**src/rtl/cuber_pkg.sv**
```systemverilog
// Shared constants and FSM state encoding for the cuber block.
// Widths are fixed here; the cube datapath relies on them.
package cuber_pkg;

    localparam int IN_W    = 8;
    localparam int SQ_W    = 2 * IN_W;
    localparam int OUT_W   = 24;
    localparam int LATENCY = 20;
    localparam int MUL_BITS = 8;

    typedef enum logic [2:0] {
        IDLE     = 3'd0,
        SQ_START = 3'd1,
        SQ_WAIT  = 3'd2,
        CU_START = 3'd3,
        CU_WAIT  = 3'd4
    } state_e;

endpackage

```
**src/rtl/cuber_mul.sv**
```systemverilog
// Sequential shift-add multiplier, 16x8 -> 24 bits.
// One multiplier bit per cycle; busy for 8 cycles after a start.
module cuber_mul
    import cuber_pkg::*;
(
    input  logic                clk_i,
    input  logic                rst_ni,
    input  logic                start_i,
    input  logic [SQ_W-1:0]     a_bi,
    input  logic [IN_W-1:0]     b_bi,
    output logic                busy_o,
    output logic [OUT_W-1:0]    y_bo
);

    logic               busy_q, busy_d;
    logic [3:0]         cnt_q, cnt_d;
    logic [OUT_W-1:0]   acc_q, acc_d;
    logic [OUT_W-1:0]   a_sh_q, a_sh_d;
    logic [IN_W-1:0]    b_q, b_d;

    // Load operands on start, then add one shifted partial product per cycle
    always_comb begin
        busy_d = busy_q;
        cnt_d  = cnt_q;
        acc_d  = acc_q;
        a_sh_d = a_sh_q;
        b_d    = b_q;
        if (busy_q) begin
            if (b_q[0]) begin
                acc_d = acc_q + a_sh_q;
            end
            a_sh_d = a_sh_q << 1;
            b_d    = b_q >> 1;
            cnt_d  = cnt_q - 4'd1;
            busy_d = (cnt_q != 4'd1);
        end else if (start_i) begin
            acc_d  = '0;
            a_sh_d = {{(OUT_W-SQ_W){1'b0}}, a_bi};
            b_d    = b_bi;
            cnt_d  = 4'(MUL_BITS);
            busy_d = 1'b1;
        end
    end

    // Multiplier state registers, cleared asynchronously
    always_ff @(posedge clk_i or negedge rst_ni) begin
        if (!rst_ni) begin
            busy_q <= 1'b0;
            cnt_q  <= '0;
            acc_q  <= '0;
            a_sh_q <= '0;
            b_q    <= '0;
        end else begin
            busy_q <= busy_d;
            cnt_q  <= cnt_d;
            acc_q  <= acc_d;
            a_sh_q <= a_sh_d;
            b_q    <= b_d;
        end
    end

    assign busy_o = busy_q;
    assign y_bo   = acc_q;

endmodule

```
**src/rtl/cuber.sv**
```systemverilog
// Cube unit: y = a^3 via two passes through one shared multiplier.
// Optional done_o pulse is built when CUBER_DONE_EN is defined.
module cuber
    import cuber_pkg::*;
(
    input  logic                clk_i,
    input  logic                rst_ni,
    input  logic [IN_W-1:0]     a_i,
    input  logic                start_i,
    output logic                busy_o,
    output logic [OUT_W-1:0]    y_bo
`ifdef CUBER_DONE_EN
    ,
    output logic                done_o
`endif
);

    state_e             state_q, state_d;
    logic [IN_W-1:0]    x_q, x_d;
    logic [SQ_W-1:0]    sq_q, sq_d;
    logic [OUT_W-1:0]   y_q, y_d;
    logic               busy_q, busy_d;
    logic               mul_start_q, mul_start_d;
    logic [SQ_W-1:0]    mul_a;
    logic [IN_W-1:0]    mul_b;
    logic               mul_busy;
    logic [OUT_W-1:0]   mul_y;
`ifdef CUBER_DONE_EN
    logic               done_q, done_d;
`endif

    cuber_mul u_mul (
        .clk_i   (clk_i),
        .rst_ni  (rst_ni),
        .start_i (mul_start_q),
        .a_bi    (mul_a),
        .b_bi    (mul_b),
        .busy_o  (mul_busy),
        .y_bo    (mul_y)
    );

    // Next-state, operand select and result capture for the square/cube sequence
    always_comb begin
        state_d = state_q;
        x_d     = x_q;
        sq_d    = sq_q;
        y_d     = y_q;
        mul_a   = '0;
        mul_b   = '0;
`ifdef CUBER_DONE_EN
        done_d  = 1'b0;
`endif
        unique case (state_q)
            IDLE: begin
                if (start_i) begin
                    x_d     = a_i;
                    state_d = SQ_START;
                end
            end
            SQ_START: begin
                mul_a   = {{(SQ_W-IN_W){1'b0}}, x_q};
                mul_b   = x_q;
                state_d = SQ_WAIT;
            end
            SQ_WAIT: begin
                if (!mul_busy && !mul_start_q) begin
                    sq_d    = mul_y[SQ_W-1:0];
                    state_d = CU_START;
                end
            end
            CU_START: begin
                mul_a   = sq_q;
                mul_b   = x_q;
                state_d = CU_WAIT;
            end
            CU_WAIT: begin
                if (!mul_busy && !mul_start_q) begin
                    y_d     = mul_y;
                    state_d = IDLE;
`ifdef CUBER_DONE_EN
                    done_d  = 1'b1;
`endif
                end
            end
            default: state_d = IDLE;
        endcase
        busy_d      = (state_d != IDLE);
        mul_start_d = (state_d == SQ_START) || (state_d == CU_START);
    end

    // FSM and registered outputs; reset aborts any computation in flight
    always_ff @(posedge clk_i or negedge rst_ni) begin
        if (!rst_ni) begin
            state_q     <= IDLE;
            x_q         <= '0;
            sq_q        <= '0;
            y_q         <= '0;
            busy_q      <= 1'b0;
            mul_start_q <= 1'b0;
`ifdef CUBER_DONE_EN
            done_q      <= 1'b0;
`endif
        end else begin
            state_q     <= state_d;
            x_q         <= x_d;
            sq_q        <= sq_d;
            y_q         <= y_d;
            busy_q      <= busy_d;
            mul_start_q <= mul_start_d;
`ifdef CUBER_DONE_EN
            done_q      <= done_d;
`endif
        end
    end

    assign busy_o = busy_q;
    assign y_bo   = y_q;
`ifdef CUBER_DONE_EN
    assign done_o = done_q;
`endif

endmodule

```
**config.mk**
```make
export PLATFORM = sky130hd
export DESIGN_NAME = cuber
export DESIGN_NICKNAME = d
export VERILOG_FILES = /design/src/rtl/cuber_pkg.sv /design/src/rtl/cuber_mul.sv /design/src/rtl/cuber.sv
export SDC_FILE = /design/constraint.sdc
export NUM_CORES = 1
export LEC_CHECK = 0
export CAP_MARGIN = 20
export CORE_UTILIZATION = 40
export CTS_CLUSTER_DIAMETER = 200
export CTS_CLUSTER_SIZE = 28
export DETAILED_ROUTE_END_ITERATION = 7
export GPL_TIMING_DRIVEN = 1
export SYNTH_ARGS = -nofsm -noshare
export SYNTH_HDL_FRONTEND = slang
export SYNTH_HIERARCHICAL = 1
export SYNTH_SLANG_ARGS = --single-unit
```
**constraint.sdc**
```tcl
create_clock -name clk_i -period 7.1 [get_ports clk_i]
set_input_delay 1.42 -clock clk_i [delete_from_list [all_inputs] [get_ports clk_i]]
set_output_delay 1.42 -clock clk_i [all_outputs]
set_load 0.03 [all_outputs]
```
==> key figures <==
Routing
  • Iteration count of the initial detailed-routing pass: 7
  • Antenna Nets Post-Route: 0
  • Drc violations: 1
  • Via density: 5.61
  • Iter 0 DRT Violations: 237
  • Total Wirelength: 13300 µm
  • Routed WL per cell: 16.6 µm
  • Via count: 4513

Timing
  • Setup_tns: 0 ns
  • Fin Hold WS: 0.487 ns
  • Hold Vio Cnt, Final: 0
  • Period minus WS final: 2.87 ns
  • Worst-margin pin slew: 1.03 ns
  • Highest Clock Rate: 0.349 GHz
  • Slew HR: 0.311
  • Worst Skew: 0.0101 ns
  • Final Max Slew Viols: 0
  • Final worst-path cycle share: 0.404
  • Final setup fails: 0
  • RSZ-0062 raised after global routing: no

Synthesis
  • Synth Flop Type: dfrtp_1
  • Cells after Synth: 581
  • Yosys cell types: 65
  • Yosys warning count: 6
  • Synth area leaders: dfrtp_1, mux2_2, mux2i_1, ha_1, o21ai_0
  • Yosys reg bits: 114
  • Ys async rst share: 1.00
  • Syn Nets: 618
  • Seq/Total Area, Yosys: 0.468
  • Top cell type's share of synthesized area: 0.468
  • Synthesized area: 6100 µm²
  • Post-synth EDFFs: 0
  • Post-synth top area cell: dfrtp_1
  • Mean post-synth cell area: 10.5 µm²

Floorplan
  • Total core area: 14700 µm²
  • IO Count: 36
  • Starting Density: 0.415
  • Die Wd: 125 µm
  • Core Rows: 44
  • DIE AREA: 15700 µm²
  • Die Ht: 125 µm

Clocking
  • Worst skew pair latency: 0.42 ns
  • Maximum clock path buffer count: 2
  • Hold buffer count at cts: 0
  • Clock root buffer: clkbuf_16
  • # resized after CTS: 0
  • CTS tree: built
  • Clock Pin Slew Worst Setup and Hold Paths: 0.06 ns
  • TritonCTS sink count: 114
  • H-Tree Level Count: 4
  • Total CTS buffers: 17
  • Post-CTS Setup Bufs: 0

Power
  • Worst vdd ir: 0.182 mV
  • Leakage power: 3.26 nW
  • Power Dens Cells: 366 nW/µm²

Cells and area
  • Seq. cell area: 2850 µm²
  • Multi-input gate area: 3060 µm²
  • Final core utilization: 0.489
  • Area Overhead vs Synth: 17.8%
  • Fillcell total: 1287
  • Most frequent cells in the layout: dfrtp_1, nand2_1, o21ai_0
  • Layout cell share with drive strength beyond 1: 0.166
  • Most common cell after layout, fill and taps aside: dfrtp_1
  • Final nets: 645
  • N_diodes: 0

Global route
  • First-pass GRT wire length: 22500 µm
  • GRT Total Usage: 0.182
  • Largest net degree at the start of global routing: 69
  • Vias in the first global route: 4483
  • Initial antenna violation count: 0
  • Total gr overflow: 0

Job
  • Max Cap Violations: 0

Outcome
  • Status: finished with violations
  • Failing checks: DRC

Setup path
  • Crit path kind: register to primary output
  • CP peak stage delay: 0.68 ns
  • Cell with the largest stage delay on the worst path: clkdlybuf4s50_1
  • Crit path launch type: register
  • CP required: 5.68 ns
  • Worst Setup End Kind: primary output
  • Worst path bufs/invs: 1
  • CP top delay family: buffers and inverters
  • Crit Path Max Fanout: 2
  • Arrival @ worst endpoint: 1.45 ns
  • Worst path cell trace: clkdlybuf4s50_1

Min path
  • Path type of the worst min-delay path: register to register

Placed design
  • Port Buf Inserts: 35
  • Detail Placement HPWL: 8820 µm
  • RD Place Congestion: 0.863
-- final timing paths --
check | start | end | slack, ns | depth (start not counted)
worst max-delay path | y_bo[2] | y_bo[2] | 4.23 | 1
max in group asynchronous | rst_ni | state_q[1] | 4.79 | 2
worst max register to register | u_mul/y_bo[0] | u_mul/y_bo[16] | 4.29 | 8
min in group asynchronous | rst_ni | y_bo[17] | 1.02 | 1
worst min-delay path | u_mul/b_q[1] | u_mul/b_q[0] | 0.49 | 2
worst min register to register | u_mul/b_q[1] | u_mul/b_q[0] | 0.49 | 2
-- layer usage --
metal | wire, µm | vias to the layer above | track usage
li1 | - | 2152 | -
met1 | 6110 | 2238 | 0.231
met2 | 6490 | 106 | 0.298
met3 | 539 | 17 | 0.0475
met4 | 180 | 0 | 0.0638
met5 | 0 | - | 0
-- through the flow --
step / worst slack [ns] / cells / total power, mW / area, µm²
2_1_floorplan: 4.61 / 581 / 1.55 / 6100
3_3_place_gp: 3.86 / 772 / 1.75 / 6570
3_5_place_dp: 3.81 / 772 / 1.77 / 6570
4_1_cts: 4.21 / 804 / 2.65 / 7170
5_1_grt: 4.11 / 805 / 2.79 / 7180
6_report: 4.23 / 805 / 2.63 / 7180
-- layout make-up --
cell class / instances / share of cell area
Timing Repair Buffer: 42 / 0.0558
Tap cell: 184 / 0.0321
Inverter: 9 / 0.00470
Clock inverter: 14 / 0.0228
Clock buffer: 18 / 0.0612
Sequential cell: 114 / 0.397
Multi-Input combinational cell: 424 / 0.426
-- sequential cells by signal, summed over array words and instances (netlist names) --
register and flops:
x_q 8, u_mul/cnt_q 4, state_q 3, u_mul/b_q 8, u_mul/busy_o 1, mul_start_q 1
y_bo 24, busy_o 1, u_mul/y_bo 24, u_mul/a_sh_q 24, sq_q 16
-- cells by family (layout without fill, tap and decap cells) --
| logic type | Yosys count | in the layout | share of synthesized area |
|---|---|---|---|
| fa+ha+maj | 26 | 26 | 0.0546 |
| simple gates | 168 | 168 | 0.134 |
| mux | 84 | 84 | 0.148 |
| buf+inv | 43 | 83 | 0.0316 |
| xor+xnor | 15 | 15 | 0.0216 |
| compound gates | 131 | 131 | 0.142 |
| flops | 114 | 114 | 0.468 |
-- synthesized netlist by cell type (all sizes together) (3+ instances only) --
| library cell | number |
|---|---|
| dfrtp | 114 |
| nand2 | 71 |
| o21ai | 57 |
| mux2 | 48 |
| mux2i | 36 |
| nor2 | 26 |
| a21oi | 25 |
| clkbuf | 25 |
| ha | 25 |
| and3 | 15 |
| and2 | 13 |
| nand3 | 10 |
| xnor2 | 10 |
| buf | 9 |
| inv | 9 |
| nor3 | 7 |
| nand4 | 6 |
| a22o | 5 |
| o211ai | 5 |
| or3 | 5 |
| xor2 | 5 |
| a211oi | 4 |
| or2 | 4 |
| a21o | 3 |
| a32o | 3 |
| nor4 | 3 |
-- where the power goes --
part           internal [mW]  switching [mW]
Combinational          0.331           0.439
Clock                  0.558           0.307
Sequential             0.812           0.183
-- worst reg2reg max path, delay by kind of cell (launching register included) --
kind	cells	cell delay (ns)
compound gates	4	0.94
fa+ha+maj	2	0.69
simple gates	2	0.65
flops	1	0.41
Note: power is estimated with default switching activity, not from simulation.
